### src/rtl/loctag_adc_ctrl.sv
// LocTag detector sequencer: powers the LT5534, waits for it to settle, then runs a
// burst of CPOL=1 serial ADC conversions per trigger edge. Optional: LOCTAG_ADC_AUTO_OFF_EN.

module loctag_adc_ctrl #(
    parameter int ADC_BITS      = 12,
    parameter int FRAME_BITS    = 16,
    parameter int CLK_DIV       = 2,
    parameter int SETTLE_CYCLES = 800,
    parameter int QUIET_CYCLES  = 4,
    parameter int BURST_LEN     = 8
) (
    input  logic                clk,
    input  logic                reset_n,
    input  logic                enable,
    input  logic                trig,
    output logic                det_en,
    output logic                adc_cs_n,
    output logic                adc_sclk,
    input  logic                adc_sdo,
    output logic [ADC_BITS-1:0] sample_data,
    output logic                sample_valid,
    input  logic                sample_ready,
    output logic                burst_done,
    output logic                overflow,
    output logic                busy
);

    localparam logic [2:0] ST_IDLE   = 3'd0;
    localparam logic [2:0] ST_WARMUP = 3'd1;
    localparam logic [2:0] ST_ARMED  = 3'd2;
    localparam logic [2:0] ST_CONV   = 3'd3;
    localparam logic [2:0] ST_GAP    = 3'd4;

    localparam int WAIT_MAX = (SETTLE_CYCLES > QUIET_CYCLES) ? SETTLE_CYCLES : QUIET_CYCLES;
    localparam int WAIT_W   = $clog2(WAIT_MAX + 1);
    localparam int HALF_W   = (CLK_DIV > 1) ? $clog2(CLK_DIV) : 1;
    localparam int BIT_W    = (FRAME_BITS > 1) ? $clog2(FRAME_BITS) : 1;
    localparam int BURST_W  = $clog2(BURST_LEN + 1);

    localparam logic [WAIT_W-1:0]  SETTLE_LAST = WAIT_W'(SETTLE_CYCLES - 1);
    localparam logic [WAIT_W-1:0]  QUIET_LAST  = WAIT_W'(QUIET_CYCLES - 1);
    localparam logic [HALF_W-1:0]  HALF_LAST   = HALF_W'(CLK_DIV - 1);
    localparam logic [BIT_W-1:0]   BIT_LAST    = BIT_W'(FRAME_BITS - 1);
    localparam logic [BURST_W-1:0] BURST_FULL  = BURST_W'(BURST_LEN);

    logic [2:0]          state;
    logic [WAIT_W-1:0]   wait_cnt;
    logic [HALF_W-1:0]   half_cnt;
    logic [BIT_W-1:0]    bit_cnt;
    logic [BURST_W-1:0]  burst_cnt;
    // Only the last ADC_BITS captured bits survive; leading frame bits shift out the top.
    logic [ADC_BITS-1:0] shreg;

    logic trig_meta;
    logic trig_sync;
    logic trig_sync_d;
    logic trig_pulse;

    logic half_end;
    logic frame_end;
    logic sample_load;

    // NOTE: sequential state uses non-blocking assignments so every register samples pre-edge values.
    always_ff @(posedge clk or negedge reset_n) begin
        if (!reset_n) begin
            trig_meta   <= 1'b0;
            trig_sync   <= 1'b0;
            trig_sync_d <= 1'b0;
            trig_pulse  <= 1'b0;
        end else begin
            trig_meta   <= trig;
            trig_sync   <= trig_meta;
            trig_sync_d <= trig_sync;
            trig_pulse  <= trig_sync & ~trig_sync_d;
        end
    end

    assign half_end    = (half_cnt == HALF_LAST);
    assign frame_end   = (state == ST_CONV) && half_end && adc_sclk && (bit_cnt == BIT_LAST);
    assign sample_load = enable && frame_end;

    always_ff @(posedge clk or negedge reset_n) begin
        if (!reset_n) begin
            state      <= ST_IDLE;
            wait_cnt   <= '0;
            half_cnt   <= '0;
            bit_cnt    <= '0;
            burst_cnt  <= '0;
            shreg      <= '0;
            det_en     <= 1'b0;
            adc_cs_n   <= 1'b1;
            adc_sclk   <= 1'b1;
            burst_done <= 1'b0;
            busy       <= 1'b0;
        end else begin
            burst_done <= 1'b0;
            if (!enable) begin
                state    <= ST_IDLE;
                det_en   <= 1'b0;
                adc_cs_n <= 1'b1;
                adc_sclk <= 1'b1;
                busy     <= 1'b0;
            end else begin
                case (state)
                    ST_IDLE: begin
                        state    <= ST_WARMUP;
                        det_en   <= 1'b1;
                        wait_cnt <= '0;
                    end
                    ST_WARMUP: begin
                        if (wait_cnt == SETTLE_LAST) begin
                            state <= ST_ARMED;
                        end else begin
                            wait_cnt <= wait_cnt + 1'b1;
                        end
                    end
                    ST_ARMED: begin
                        if (trig_pulse) begin
                            burst_cnt <= '0;
                            state     <= ST_CONV;
                            adc_cs_n  <= 1'b0;
                            adc_sclk  <= 1'b0;
                            half_cnt  <= '0;
                            bit_cnt   <= '0;
                            busy      <= 1'b1;
                        end
                    end
                    ST_CONV: begin
                        if (!half_end) begin
                            half_cnt <= half_cnt + 1'b1;
                        end else begin
                            half_cnt <= '0;
                            if (!adc_sclk) begin
                                // Low-to-high SCLK edge: the ADC has held this bit for a full half-period.
                                adc_sclk <= 1'b1;
                                shreg    <= {shreg[ADC_BITS-2:0], adc_sdo};
                            end else if (bit_cnt == BIT_LAST) begin
                                adc_cs_n <= 1'b1;
                                state    <= ST_GAP;
                                wait_cnt <= '0;
                                if (burst_cnt != BURST_FULL) begin
                                    burst_cnt <= burst_cnt + 1'b1;
                                end
                            end else begin
                                adc_sclk <= 1'b0;
                                bit_cnt  <= bit_cnt + 1'b1;
                            end
                        end
                    end
                    ST_GAP: begin
                        if (wait_cnt != QUIET_LAST) begin
                            wait_cnt <= wait_cnt + 1'b1;
                        end else if (burst_cnt == BURST_FULL) begin
                            burst_done <= 1'b1;
                            busy       <= 1'b0;
`ifdef LOCTAG_ADC_AUTO_OFF_EN
                            state      <= ST_IDLE;
                            det_en     <= 1'b0;
`else
                            state      <= ST_ARMED;
`endif
                        end else begin
                            state    <= ST_CONV;
                            adc_cs_n <= 1'b0;
                            adc_sclk <= 1'b0;
                            half_cnt <= '0;
                            bit_cnt  <= '0;
                        end
                    end
                    default: begin
                        state <= ST_IDLE;
                    end
                endcase
            end
        end
    end

    // Output stream: a full holding register drops new results rather than overwriting.
    always_ff @(posedge clk or negedge reset_n) begin
        if (!reset_n) begin
            sample_data  <= '0;
            sample_valid <= 1'b0;
            overflow     <= 1'b0;
        end else begin
            if (sample_load) begin
                if (sample_valid && !sample_ready) begin
                    overflow <= 1'b1;
                end else begin
                    sample_data  <= shreg;
                    sample_valid <= 1'b1;
                end
            end else if (sample_valid && sample_ready) begin
                sample_valid <= 1'b0;
            end
            if (!enable) begin
                overflow <= 1'b0;
            end
        end
    end

endmodule

### config.mk
export PLATFORM = sky130hd
export DESIGN_NAME = loctag_adc_ctrl
export DESIGN_NICKNAME = d
export VERILOG_FILES = /design/src/rtl/loctag_adc_ctrl.sv
export SDC_FILE = /design/constraint.sdc
export NUM_CORES = 1
export LEC_CHECK = 0
export BUFFER_PORTS_ARGS = -buffer_cell sky130_fd_sc_hd__buf_4
export CAP_MARGIN = 0
export CORE_AREA = 2 2 81 83
export DETAILED_ROUTE_END_ITERATION = 10
export DIE_AREA = 0 0 83 85
export PLACE_DENSITY = 0.73
export SYNTH_ARGS = -nofsm -noshare
export SYNTH_HDL_FRONTEND = slang
export SYNTH_SLANG_ARGS = --single-unit
### constraint.sdc
create_clock -name clk -period 2 [get_ports clk]
set_clock_uncertainty 0.05 [all_clocks]
set_input_delay 0.1 -clock clk [delete_from_list [all_inputs] [get_ports clk]]
set_output_delay 0.1 -clock clk [all_outputs]
set_load 0.03 [all_outputs]
==> out/summary.txt <==
status = completed
row count = 29
Crit path required time = 2160 ps
Simple-Gate Fraction of Synth Area = 17.46%
CP startpoint kind = register
vias in the first global route = 2112
GRT overflow = 0
maxcap violations = 0
total wire length = 5864 µm
Max-slew headroom = 53.35%
GRT Overall Usage = 17.14%
vias per cell = 5.564
layout cells sized above 1 = 37.34%
DR vias = 2142
CTS tree = done
share of the synthesized area in the top cell type = 50.53%
top cells by area, synth = dfrtp_1, mux2_2, o21ai_0
number of enable flip-flop cells after synthesis = 0
I/O Buffers = 24
setup ws final = 11.14 ps
# IOs = 25
Yosys top cell by area = dfrtp_1
switching power = 582.1 µW
P per Cell Area = 693.3 mW/mm²
Flop pwr share = 49.6%
largest net degree at the start of global routing = 58
Syn. warnings = 0
die span in x = 83 µm
most frequent cells in the layout = dfrtp_1, buf_4, mux2_2, nor2_1, o21ai_0
crit-path cells = ha_2 > or4bb_4 > buf_4 > nor4_4 > o21ai_2 > o21ai_0 > o21ai_0
Pint = 1.795 mW
Max Buffers Root-to-Sink = 2
Syn Inst Count = 244
leak pwr = 1.600 nW
Final ANT Viol Nets = 0
# diodes = 0
crit end category = register
placed cells = 361
most common cell after layout, fill and taps aside = dfrtp_1
DRC = 0
final hold slack = 15.16 ps
Period Utilization, post-route = 99.44%
max incr delay on CP = 460 ps
Total Nets Final = 313
worst setup path class = reg -> reg
initial antenna violation count = 0
r2r setup slk = 10 ps
peak supply drop = 0.6018 mV
gpl congestion = 0.8531
DP Area = 0.003137 mm²
unrepaired setup endpoints after global routing = true
Clock Latency Late Sink = 340 ps
first-pass GRT wire length = 9666 µm
asr flop ratio synth = 100.0%
area grow syn2layout = 25.86%
synthesized cell area = 0.002724 mm²
post-layout minimum cycle time = 1989 ps
Netlist cell types = 48
combinational group share of total power = 5.7%
Syn Nets = 254
slowest CP cell = or4bb_4
die area = 0.007055 mm²
Clock Power Share = 44.7%
Num Clock Sinks = 57
clock slew at reported path FFs = 70 ps
1st-iter DRT viols = 107
hpwl dp = 3996 µm
Wirelength per Cell = 15.23 µm
Core Area = 0.006205 mm²
critical path fanouts, max = 7
Crit path top cell by count = o21ai_0
clk root buf = clkbuf_8
WP buf/inv = 1
sequential share of the synthesized area = 52.46%
Pre-Repair DR Iteration Count = 4
cts bufs inserted = 9
Fmax achieved = 0.5028 GHz
Sw Share = 24.49%
Non-Filler Instances = 385
pins over their slew limit = 0
largest family of logic cells by synthesized area = simple AND/OR/NAND/NOR gates
pre-CTS setup slack = 11.10 ps
Tightest Pin Transition = 699.7 ps
initial core utilization = 43.90%
H-Tree Depth = 3
Post-Synth XOR/XNOR Area = 0%
Hold Crit Class = in -> reg
Fin. Hold Viols = 0
adder-cell share of the synthesized area = 1.837%
Syn Area/Cell = 11.16 µm²
Finish-stage setup viols = 0
Top FF cell, synth = dfrtp_1
fin area = 0.003428 mm²
complex-gate fraction of the synthesized area = 13.73%
crit-path leading delay family = simple AND/OR/NAND/NOR gates
Die H = 85 µm
Seq cells post-synth = 57
Critical Path AT = 2150 ps
multiplexer share of the synthesized area = 11.85%
path summary, 6_finish.rpt:
kind	startpoint	to	cells past startpoint
min in group asynchronous	reset_n	shreg[6]	2
worst min register to register	trig_meta	trig_sync	0
worst max-delay path	wait_cnt[1]	bit_cnt[1]	7
worst max register to register	wait_cnt[1]	bit_cnt[1]	7
max in group asynchronous	reset_n	det_en	2
worst min-delay path	enable	adc_cs_n	2
synthesized netlist by cell type, types with 4 or more instances:
| library cell | count |
|---|---|
| nand3_1 | 10 |
| nand2b_1 | 6 |
| clkbuf_1 | 4 |
| inv_1 | 4 |
| o21ai_0 | 20 |
| nor2b_1 | 4 |
| nor3_1 | 4 |
| nand2_1 | 14 |
| o31ai_1 | 8 |
| ha_1 | 4 |
| nor2_1 | 21 |
| dfrtp_1 | 55 |
| mux2_2 | 26 |
| nand4_1 | 4 |
layer usage:
layer  part of all wire, %  wire length, µm  up-vias  track usage [%]
met5                     0                0        -                0
met4                   1.3               78        0            7.303
met3                   5.7              332        7            5.253
met2                    48             2821       50            27.13
met1                    45             2632     1075            22.00
li1                      -                -     1010                -
kinds of logic after synthesis:
logic type,Yosys count
AND/OR/NAND/NOR,84
multiplexers,29
AO/OA/AOI/OAI,56
flip-flops,57
buffers and inverters,14
adder cells (fa/ha/maj),4
worst register-to-register path, delay by kind of cell, from the launching register on:
family          cells  cell delay, ps
simple gates        2             640
fa+ha+maj           1             200
buf+inv             1             160
flops               1             370
compound gates      3             440
sequential cells by signal, indices dropped and copies added (netlist names), 3 cells and up:
name	cells
burst_cnt	4
wait_cnt	10
shreg	12
bit_cnt	4
sample_data	12
state	3
repair_timing:
action / in CTS / in global routing
endpoints found under the hold margin: 57 / 0
gates resized for setup: 1 / 8
pin swaps: 0 / 2
hold buffers: 3 / 0
setup buffers: 0 / 5
endpoints found under the setup margin: 1 / 27
metrics by stage:
| step | utilization [%] | TNS [ps] | power, mW |
|---|---|---|---|
| floorplan | - | 0 | 1.262 |
| global placement | 50.55 | 0 | 1.319 |
| detailed placement | 50.55 | 0 | 1.321 |
| CTS | 54.22 | 0 | 2.387 |
| global route | 55.25 | -354.0 | 2.463 |
| finish | 55.25 | 0 | 2.377 |
layout make-up:
type,instances,area [µm²]
multi-input cells,173,1246
clock inverters,7,71.32
well taps,77,96.34
inverters,5,18.77
flip-flops and latches,57,1429
repair buffers,57,442.9
clock buffers,9,123.9
fillers,546,2776
power groups by stage:
| stage | registers [mW] | clock network, mW | logic [mW] |
|---|---|---|---|
| 2_1_floorplan | 1.20 | 0 | 0.0606 |
| 3_3_place_gp | 1.20 | 0 | 0.121 |
| 3_5_place_dp | 1.20 | 0 | 0.122 |
| 4_1_cts | 1.18 | 1.08 | 0.128 |
| 5_1_grt | 1.18 | 1.13 | 0.153 |
| 6_report | 1.18 | 1.06 | 0.136 |
Note: power is estimated with default switching activity, not from simulation.
